## src/rtl/dsi_lane_distributor_pkg.sv

```systemverilog
// Shared types and constants for the DSI lane distributor slice.
package dsi_pkg;

  localparam int         DSI_LANES_MAX = 4;
  localparam logic [7:0] DSI_SOT_BYTE  = 8'hB8;

  typedef enum logic [2:0] {
    ST_IDLE    = 3'd0,
    ST_HS_WAIT = 3'd1,
    ST_SOT     = 3'd2,
    ST_COLLECT = 3'd3,
    ST_TRAIL   = 3'd4,
    ST_EXIT    = 3'd5
  } dsi_lane_state_t;

  // Lanes 0..lanes_number set; also used for "lanes 0..idx" partial masks.
  function automatic logic [DSI_LANES_MAX-1:0] lane_mask(input logic [1:0] lanes_number);
    logic [DSI_LANES_MAX-1:0] m;
    m = '0;
    for (int i = 0; i < DSI_LANES_MAX; i++) begin
      m[i] = (i <= int'(lanes_number));
    end
    return m;
  endfunction

endpackage

```

## src/rtl/dsi_lane_distributor_if.sv

```systemverilog
// Byte-pull source, HS handshake and lane word bus of the DSI lane distributor.
interface dsi_lane_distributor_if;
  import dsi_pkg::*;

  logic                         src_data_rqst;
  logic [7:0]                   src_input_data;
  logic                         src_start_rqst;
  logic                         src_fin_rqst;
  logic                         hs_rqst;
  logic                         hs_ready;
  logic [8*DSI_LANES_MAX-1:0]   lane_data;
  logic [DSI_LANES_MAX-1:0]     lane_valid;

  modport master (
    output src_data_rqst, hs_rqst, lane_data, lane_valid,
    input  src_input_data, src_start_rqst, src_fin_rqst, hs_ready
  );

  modport slave (
    input  src_data_rqst, hs_rqst, lane_data, lane_valid,
    output src_input_data, src_start_rqst, src_fin_rqst, hs_ready
  );

endinterface

```

## src/rtl/dsi_lane_distributor_trail_gen.sv

```systemverilog
// Per-lane last-bit tracking and HS trail word generation.
module dsi_trail_gen
  import dsi_pkg::*;
#(
  parameter logic [7:0] SOT_BYTE = DSI_SOT_BYTE
) (
  input  logic                         clk,
  input  logic                         rst_n,
  input  logic                         init,
  input  logic [DSI_LANES_MAX-1:0]     upd_mask,
  input  logic [8*DSI_LANES_MAX-1:0]   data_word,
  input  logic [DSI_LANES_MAX-1:0]     active_mask,
  output logic [8*DSI_LANES_MAX-1:0]   trail_word
);

  genvar gi;
  generate
    for (gi = 0; gi < DSI_LANES_MAX; gi++) begin : g_lane
      logic last_bit_reg;

      // Only real data bytes update last_bit; trail bytes must not flip it.
      always_ff @(posedge clk or negedge rst_n) begin
        if (!rst_n) begin
          last_bit_reg <= 1'b0;
        end else if (init) begin
          last_bit_reg <= SOT_BYTE[7];
        end else if (upd_mask[gi]) begin
          last_bit_reg <= data_word[8*gi+7];
        end
      end

      assign trail_word[8*gi +: 8] = active_mask[gi] ? {8{~last_bit_reg}} : 8'h00;
    end
  endgenerate

endmodule

```

## src/rtl/dsi_lane_distributor.sv

```systemverilog
// Pulls packet bytes and spreads them round-robin over 1-4 DSI HS lanes with SoT/trail framing.
// Optional DSI_LANE_STATS_EN adds packet_cnt/byte_cnt statistics outputs.
module dsi_lane_distributor
  import dsi_pkg::*;
#(
  parameter int         LANES_MAX    = DSI_LANES_MAX,
  parameter int         TRAIL_CYCLES = 2,
  parameter logic [7:0] SOT_BYTE     = DSI_SOT_BYTE
) (
  input  logic                    clk,
  input  logic                    rst_n,
  input  logic [1:0]              lanes_number,
  dsi_lane_distributor_if.master  bus,
  output logic                    busy
`ifdef DSI_LANE_STATS_EN
  ,
  output logic [15:0]             packet_cnt,
  output logic [23:0]             byte_cnt
`endif
);

  localparam logic [2:0] TRAIL_LAST = 3'(TRAIL_CYCLES - 1);

  dsi_lane_state_t          state_reg, state_next;
  logic [1:0]               n_m1_reg;
  logic [LANES_MAX-1:0]     mask_reg;
  logic [1:0]               idx_reg;
  logic [7:0]               slot_reg [LANES_MAX];
  logic [2:0]               trail_cnt_reg;
  logic [8*LANES_MAX-1:0]   lane_data_reg, lane_data_next;
  logic [LANES_MAX-1:0]     lane_valid_reg, lane_valid_next;

  logic                     hs_rqst;
  logic                     src_data_rqst;
  logic                     consume;
  logic                     word_done;
  logic                     sot_load;
  logic [LANES_MAX-1:0]     data_lanes;
  logic [8*LANES_MAX-1:0]   sot_word;
  logic [8*LANES_MAX-1:0]   fill_word;
  logic [8*LANES_MAX-1:0]   trail_word;

  always_ff @(posedge clk or negedge rst_n) begin
    if (!rst_n) begin
      state_reg <= ST_IDLE;
    end else begin
      state_reg <= state_next;
    end
  end

  always_comb begin
    state_next    = state_reg;
    hs_rqst       = 1'b0;
    src_data_rqst = 1'b0;
    busy          = 1'b1;
    unique case (state_reg)
      ST_IDLE: begin
        busy = 1'b0;
        if (bus.src_start_rqst) state_next = ST_HS_WAIT;
      end
      ST_HS_WAIT: begin
        hs_rqst = 1'b1;
        if (bus.hs_ready) state_next = ST_SOT;
      end
      ST_SOT: begin
        hs_rqst    = 1'b1;
        state_next = ST_COLLECT;
      end
      ST_COLLECT: begin
        hs_rqst       = 1'b1;
        src_data_rqst = 1'b1;
        if (bus.src_fin_rqst) state_next = ST_TRAIL;
      end
      ST_TRAIL: begin
        hs_rqst = 1'b1;
        if (trail_cnt_reg == TRAIL_LAST) state_next = ST_EXIT;
      end
      ST_EXIT: begin
        if (!bus.hs_ready) state_next = ST_IDLE;
      end
      default: state_next = ST_IDLE;
    endcase
  end

  assign consume    = (state_reg == ST_COLLECT);
  assign word_done  = consume && (bus.src_fin_rqst || (idx_reg == n_m1_reg));
  assign sot_load   = (state_reg == ST_HS_WAIT) && bus.hs_ready;
  assign data_lanes = lane_mask(idx_reg);

  // The byte arriving this cycle bypasses its slot so the word leaves one cycle after the fill.
  genvar gi;
  generate
    for (gi = 0; gi < LANES_MAX; gi++) begin : g_word
      assign sot_word[8*gi +: 8]  = mask_reg[gi] ? SOT_BYTE : 8'h00;
      assign fill_word[8*gi +: 8] = !data_lanes[gi]      ? trail_word[8*gi +: 8] :
                                    (idx_reg == 2'(gi))  ? bus.src_input_data    :
                                                           slot_reg[gi];
    end
  endgenerate

  dsi_trail_gen #(
    .SOT_BYTE (SOT_BYTE)
  ) u_trail_gen (
    .clk         (clk),
    .rst_n       (rst_n),
    .init        (sot_load),
    .upd_mask    (word_done ? data_lanes : '0),
    .data_word   (fill_word),
    .active_mask (mask_reg),
    .trail_word  (trail_word)
  );

  always_comb begin
    lane_data_next  = '0;
    lane_valid_next = '0;
    if (sot_load) begin
      lane_data_next  = sot_word;
      lane_valid_next = mask_reg;
    end else if (word_done) begin
      lane_data_next  = fill_word;
      lane_valid_next = mask_reg;
    end else if (state_reg == ST_TRAIL) begin
      lane_data_next  = trail_word;
      lane_valid_next = mask_reg;
    end
  end

  always_ff @(posedge clk or negedge rst_n) begin
    if (!rst_n) begin
      n_m1_reg       <= '0;
      mask_reg       <= '0;
      idx_reg        <= '0;
      trail_cnt_reg  <= '0;
      lane_data_reg  <= '0;
      lane_valid_reg <= '0;
      for (int i = 0; i < LANES_MAX; i++) slot_reg[i] <= '0;
    end else begin
      if ((state_reg == ST_IDLE) && bus.src_start_rqst) begin
        n_m1_reg <= lanes_number;
        mask_reg <= lane_mask(lanes_number);
      end
      if (state_reg == ST_SOT) begin
        idx_reg <= '0;
      end else if (consume) begin
        idx_reg <= word_done ? 2'd0 : idx_reg + 2'd1;
      end
      if (consume) slot_reg[idx_reg] <= bus.src_input_data;
      trail_cnt_reg  <= (state_reg == ST_TRAIL) ? trail_cnt_reg + 3'd1 : 3'd0;
      lane_data_reg  <= lane_data_next;
      lane_valid_reg <= lane_valid_next;
    end
  end

  assign bus.hs_rqst       = hs_rqst;
  assign bus.src_data_rqst = src_data_rqst;
  assign bus.lane_data     = lane_data_reg;
  assign bus.lane_valid    = lane_valid_reg;

`ifdef DSI_LANE_STATS_EN
  logic [15:0] packet_cnt_reg;
  logic [23:0] byte_cnt_reg;

  always_ff @(posedge clk or negedge rst_n) begin
    if (!rst_n) begin
      packet_cnt_reg <= '0;
      byte_cnt_reg   <= '0;
    end else begin
      if ((state_reg == ST_TRAIL) && (state_next == ST_EXIT)) packet_cnt_reg <= packet_cnt_reg + 16'd1;
      if (consume) byte_cnt_reg <= byte_cnt_reg + 24'd1;
    end
  end

  assign packet_cnt = packet_cnt_reg;
  assign byte_cnt   = byte_cnt_reg;
`endif

endmodule

```

## src/flat_wrapper.sv

```systemverilog
// flat-port wrapper written by rule: the top's interface ports become plain ports
module dsi_lane_distributor_flat import dsi_pkg::*;
#(
  parameter int         LANES_MAX    = DSI_LANES_MAX,
  parameter int         TRAIL_CYCLES = 2,
  parameter logic [7:0] SOT_BYTE     = DSI_SOT_BYTE
)
  (clk, rst_n, lanes_number, busy, bus_src_data_rqst, bus_hs_rqst, bus_lane_data, bus_lane_valid, bus_src_input_data, bus_src_start_rqst, bus_src_fin_rqst, bus_hs_ready);
  dsi_lane_distributor_if bus_i ();
  input  logic clk;
  input  logic rst_n;
  input  logic [1:0] lanes_number;
  output logic busy;
  output wire logic [$bits(bus_i.src_data_rqst)-1:0] bus_src_data_rqst;
  output wire logic [$bits(bus_i.hs_rqst)-1:0] bus_hs_rqst;
  output wire logic [$bits(bus_i.lane_data)-1:0] bus_lane_data;
  output wire logic [$bits(bus_i.lane_valid)-1:0] bus_lane_valid;
  input wire logic [$bits(bus_i.src_input_data)-1:0] bus_src_input_data;
  input wire logic [$bits(bus_i.src_start_rqst)-1:0] bus_src_start_rqst;
  input wire logic [$bits(bus_i.src_fin_rqst)-1:0] bus_src_fin_rqst;
  input wire logic [$bits(bus_i.hs_ready)-1:0] bus_hs_ready;
  assign bus_src_data_rqst = bus_i.src_data_rqst;
  assign bus_hs_rqst = bus_i.hs_rqst;
  assign bus_lane_data = bus_i.lane_data;
  assign bus_lane_valid = bus_i.lane_valid;
  assign bus_i.src_input_data = bus_src_input_data;
  assign bus_i.src_start_rqst = bus_src_start_rqst;
  assign bus_i.src_fin_rqst = bus_src_fin_rqst;
  assign bus_i.hs_ready = bus_hs_ready;
  dsi_lane_distributor #(.LANES_MAX(LANES_MAX), .TRAIL_CYCLES(TRAIL_CYCLES), .SOT_BYTE(SOT_BYTE)) u_core (.clk(clk), .rst_n(rst_n), .lanes_number(lanes_number), .bus(bus_i), .busy(busy));
endmodule
```

## config.mk

```make
export PLATFORM = sky130hd
export DESIGN_NAME = dsi_lane_distributor_flat
export DESIGN_NICKNAME = d
export VERILOG_FILES = /design/src/rtl/dsi_lane_distributor_pkg.sv /design/src/rtl/dsi_lane_distributor_if.sv /design/src/rtl/dsi_lane_distributor_trail_gen.sv /design/src/rtl/dsi_lane_distributor.sv /design/src/flat_wrapper.sv
export SDC_FILE = /design/constraint.sdc
export NUM_CORES = 1
export LEC_CHECK = 0
export CORE_MARGIN = 1.5
export CORE_UTILIZATION = 40
export DETAILED_ROUTE_END_ITERATION = 10
export RECOVER_POWER = 100
export SLEW_MARGIN = 10
export SYNTH_ARGS = -nofsm -noshare
export SYNTH_HDL_FRONTEND = slang
export SYNTH_SLANG_ARGS = --single-unit
```

## constraint.sdc

```tcl
create_clock -name clk -period 2.4 [get_ports clk]
set_input_delay 0.48 -clock clk [delete_from_list [all_inputs] [get_ports clk]]
set_output_delay 0.48 -clock clk [all_outputs]
set_load 0.02 [all_outputs]
```

==> results.sh <==
export IMPL_finalHoldViolCount=0
export IMPL_n_antenna_cell=0
export IMPL_synth_ff_type="dfrtp_1"
export IMPL_pin_count=54
export IMPL_track_usage=0.169
export IMPL_startpoint_type="flip-flop"
export IMPL_cts_resized=0
export IMPL_rows=33
export IMPL_synth_nets=328
export IMPL_antenna_found_initial=0
export IMPL_yosys_area_top_type="dfrtp_1"
export IMPL_die_w_um=95.9
export IMPL_die_area_sq_um=9200
export IMPL_clockRootBuffer="clkbuf_8"
export IMPL_die_y_um=95.9
export IMPL_synthCells=306
export IMPL_clockPowerShare=0.214
export IMPL_slew_violations=0
export IMPL_p_comb_frac=0.396
export IMPL_synth_cell_types=33
export IMPL_postCtsSetupRepairBufs=0
export IMPL_cellPowerDensity_nw_per_um2=1210
export IMPL_end_kind="primary output"
export IMPL_crit_slowest_cell="clkdlybuf4s50_1"
export IMPL_path_delay_family="buffers and inverters"
export IMPL_cts_buffers_inserted=9
export IMPL_peakVddDrop_v=0.000474
export IMPL_netlist_area_sq_um=3450
export IMPL_drive_above_1_share=0.147
export IMPL_worst_slew_pin_slew_ns=1.08
export IMPL_cts_buffer_depth=2
export IMPL_fin_crit_sh=0.959
export IMPL_status="completed"
export IMPL_fin_hold_ws_ns=0.327
export IMPL_final_nets=384
export IMPL_wire_per_inst_um=15.0
export IMPL_gr_total_overflow=0
export IMPL_ys_seq_area_frac=0.565
export IMPL_required_ns=1.92
export IMPL_maxCapViolations=0
export IMPL_synth_top_area_frac=0.565
export IMPL_finalCriticalPeriod_ns=2.30
export IMPL_crit_type="reg2out"
export IMPL_fill_cells=768
export IMPL_via_count=2468
export IMPL_gp_congestion=0.821
export IMPL_tns_ns=0
export IMPL_p_sw_frac=0.359
export IMPL_seq_power_share=0.389
export IMPL_synth_edf_count=0
export IMPL_ant_nets=0
export IMPL_drc=0
export IMPL_max_freq_mhz=434
export IMPL_cp_startpoint="u_core.state_reg[0]$_DFFE_PN0P_"
export IMPL_path_cells="nor2_2 -> xnor2_1 -> clkdlybuf4s50_1"
export IMPL_htree_levels=3
export IMPL_yosysMostFrequentCell="dfrtp_1"
export IMPL_finClkSkew_ns=0.00723
export IMPL_grt_pass1_wl_um=11600
export IMPL_dp_hpwl_um=5080
export IMPL_io_buffers=53
export IMPL_critPathBufInv=1
export IMPL_synthTopCellsByArea="dfrtp_1, mux2_2, a21oi_1, o21ai_0, mux2i_1"
export IMPL_wl_um=7070
export IMPL_grt_pass1_vias=2296
export IMPL_clock_latency_ns=0.34
export IMPL_hold_buffers=0
export IMPL_r2r_start="u_core.state_reg[0]$_DFFE_PN0P_"
export IMPL_crit_arrival_ns=1.82
export IMPL_numPlacedInstances=456
export IMPL_cts_tree="built"
export IMPL_clkTransAtPathRegs_ns=0.08
export IMPL_finalSetupViolCount=0
export IMPL_min_path_type="in2async"
export IMPL_drt_iter0_markers=108
export IMPL_dr_pass1_iters=4
export IMPL_slowest_delay_ns=0.62
export IMPL_synth_area_per_cell_sq_um=11.3
export IMPL_layout_setup_ws_ns=0.0981
export IMPL_relSlewSlack=0.279
export IMPL_yosysWarnings=0
export IMPL_p_int_w=0.00332
export IMPL_synthTopCellsByCount="dfrtp_1, a21oi_1, mux2_2"
export IMPL_synth_seq_cells=78
export IMPL_via_per_inst=5.23
export IMPL_area_growth_synth_to_final_pct=24.2
export IMPL_rsz0062_at_grt="false"
export IMPL_grt_max_degree=46
export IMPL_r2r_slack_ns=0.30
export IMPL_netSwitchingPower_w=0.00186
export IMPL_dp_slack_ns=0.394
export IMPL_path_max_fanout=11
export IMPL_ys_async_sr_fraction=1.00
export IMPL_start_util=0.416
export IMPL_core_area_sq_um=8300
export IMPL_instances_no_fill=472
export IMPL_largest_reg_flops=32
export IMPL_cts_sinks=78
export IMPL_p_leak_nw=1.94
## cell type report
cell class                      instances  area [sq um]  share of cell area
Timing Repair Buffer                   61           576               0.134
Clock buffer                            9           124              0.0289
Sequential cell                        78          1950               0.455
Clock inverter                          7           105              0.0245
Multi-Input combinational cell        205          1380               0.321
Inverter                                7          26.3             0.00613
Tap cell                              105           131              0.0306
## metrics by stage
| step | util | area (sq um) | power (W) |
|---|---|---|---|
| 3_3_place_gp | 0.493 | 4090 | 0.00418 |
| 2_1_floorplan | - | 3450 | 0.00348 |
| 6_report | 0.517 | 4290 | 0.00517 |
| 3_5_place_dp | 0.493 | 4090 | 0.00421 |
| 5_1_grt | 0.517 | 4290 | 0.00555 |
| 4_1_cts | 0.521 | 4320 | 0.00534 |
## power by group through the flow
stage	Clock, W	Combinational (W)	Sequential, W
floorplan	0	0.00131	0.00217
global placement	0	0.00214	0.00204
detailed placement	0	0.00216	0.00204
CTS	0.00114	0.00218	0.00202
global route	0.00121	0.00227	0.00207
finish	0.00111	0.00205	0.00201
## placed cells by master, fill, tap and decap left out, drive strengths merged, types with 7 or more instances in the layout
cell / netlist / final
inv: 7 / 10
clkbuf: 7 / 13
ha: 7 / 7
o21ai: 44 / 44
a211oi: 8 / 8
mux2i: 11 / 11
dfrtp: 78 / 78
dlygate4sd3: 0 / 38
nand2: 23 / 23
nand3: 7 / 7
clkdlybuf4s50: 0 / 14
a21oi: 30 / 30
nor2: 10 / 10
mux2: 27 / 27
nor2b: 10 / 10
## cell families after synthesis
kind of cell | share of synthesized area
XOR/XNOR | 0.0101
flip-flops | 0.565
AO/OA/AOI/OAI | 0.134
adder cells (fa/ha/maj) | 0.0254
AND/OR/NAND/NOR | 0.111
multiplexers | 0.120
buffers and inverters | 0.0341
## metal layers
metal | routed length [um] | GRT usage | share of wire | vias to the layer above
met4 | 158 | 0.0870 | 0.022 | 0
met5 | 0 | 0 | 0 | -
met3 | 248 | 0.0300 | 0.035 | 11
met1 | 3390 | 0.237 | 0.48 | 1207
li1 | - | - | - | 1188
met2 | 3280 | 0.250 | 0.46 | 62
## worst paths after layout
| path | cells past startpoint | end |
|---|---|---|
| worst max-delay path | 3 | bus_hs_rqst |
| worst min-delay path | 1 | u_core.state_reg[2]$_DFFE_PN0P_ |
| worst max register to register | 5 | u_core.slot_reg[16]$_DFFE_PN0P_ |
| worst min register to register | 1 | u_core.trail_cnt_reg[0]$_DFF_PN0_ |
| max in group asynchronous | 2 | u_core.slot_reg[16]$_DFFE_PN0P_ |
| min in group clk | 1 | u_core.trail_cnt_reg[0]$_DFF_PN0_ |
(Power assumes the default switching activity.)
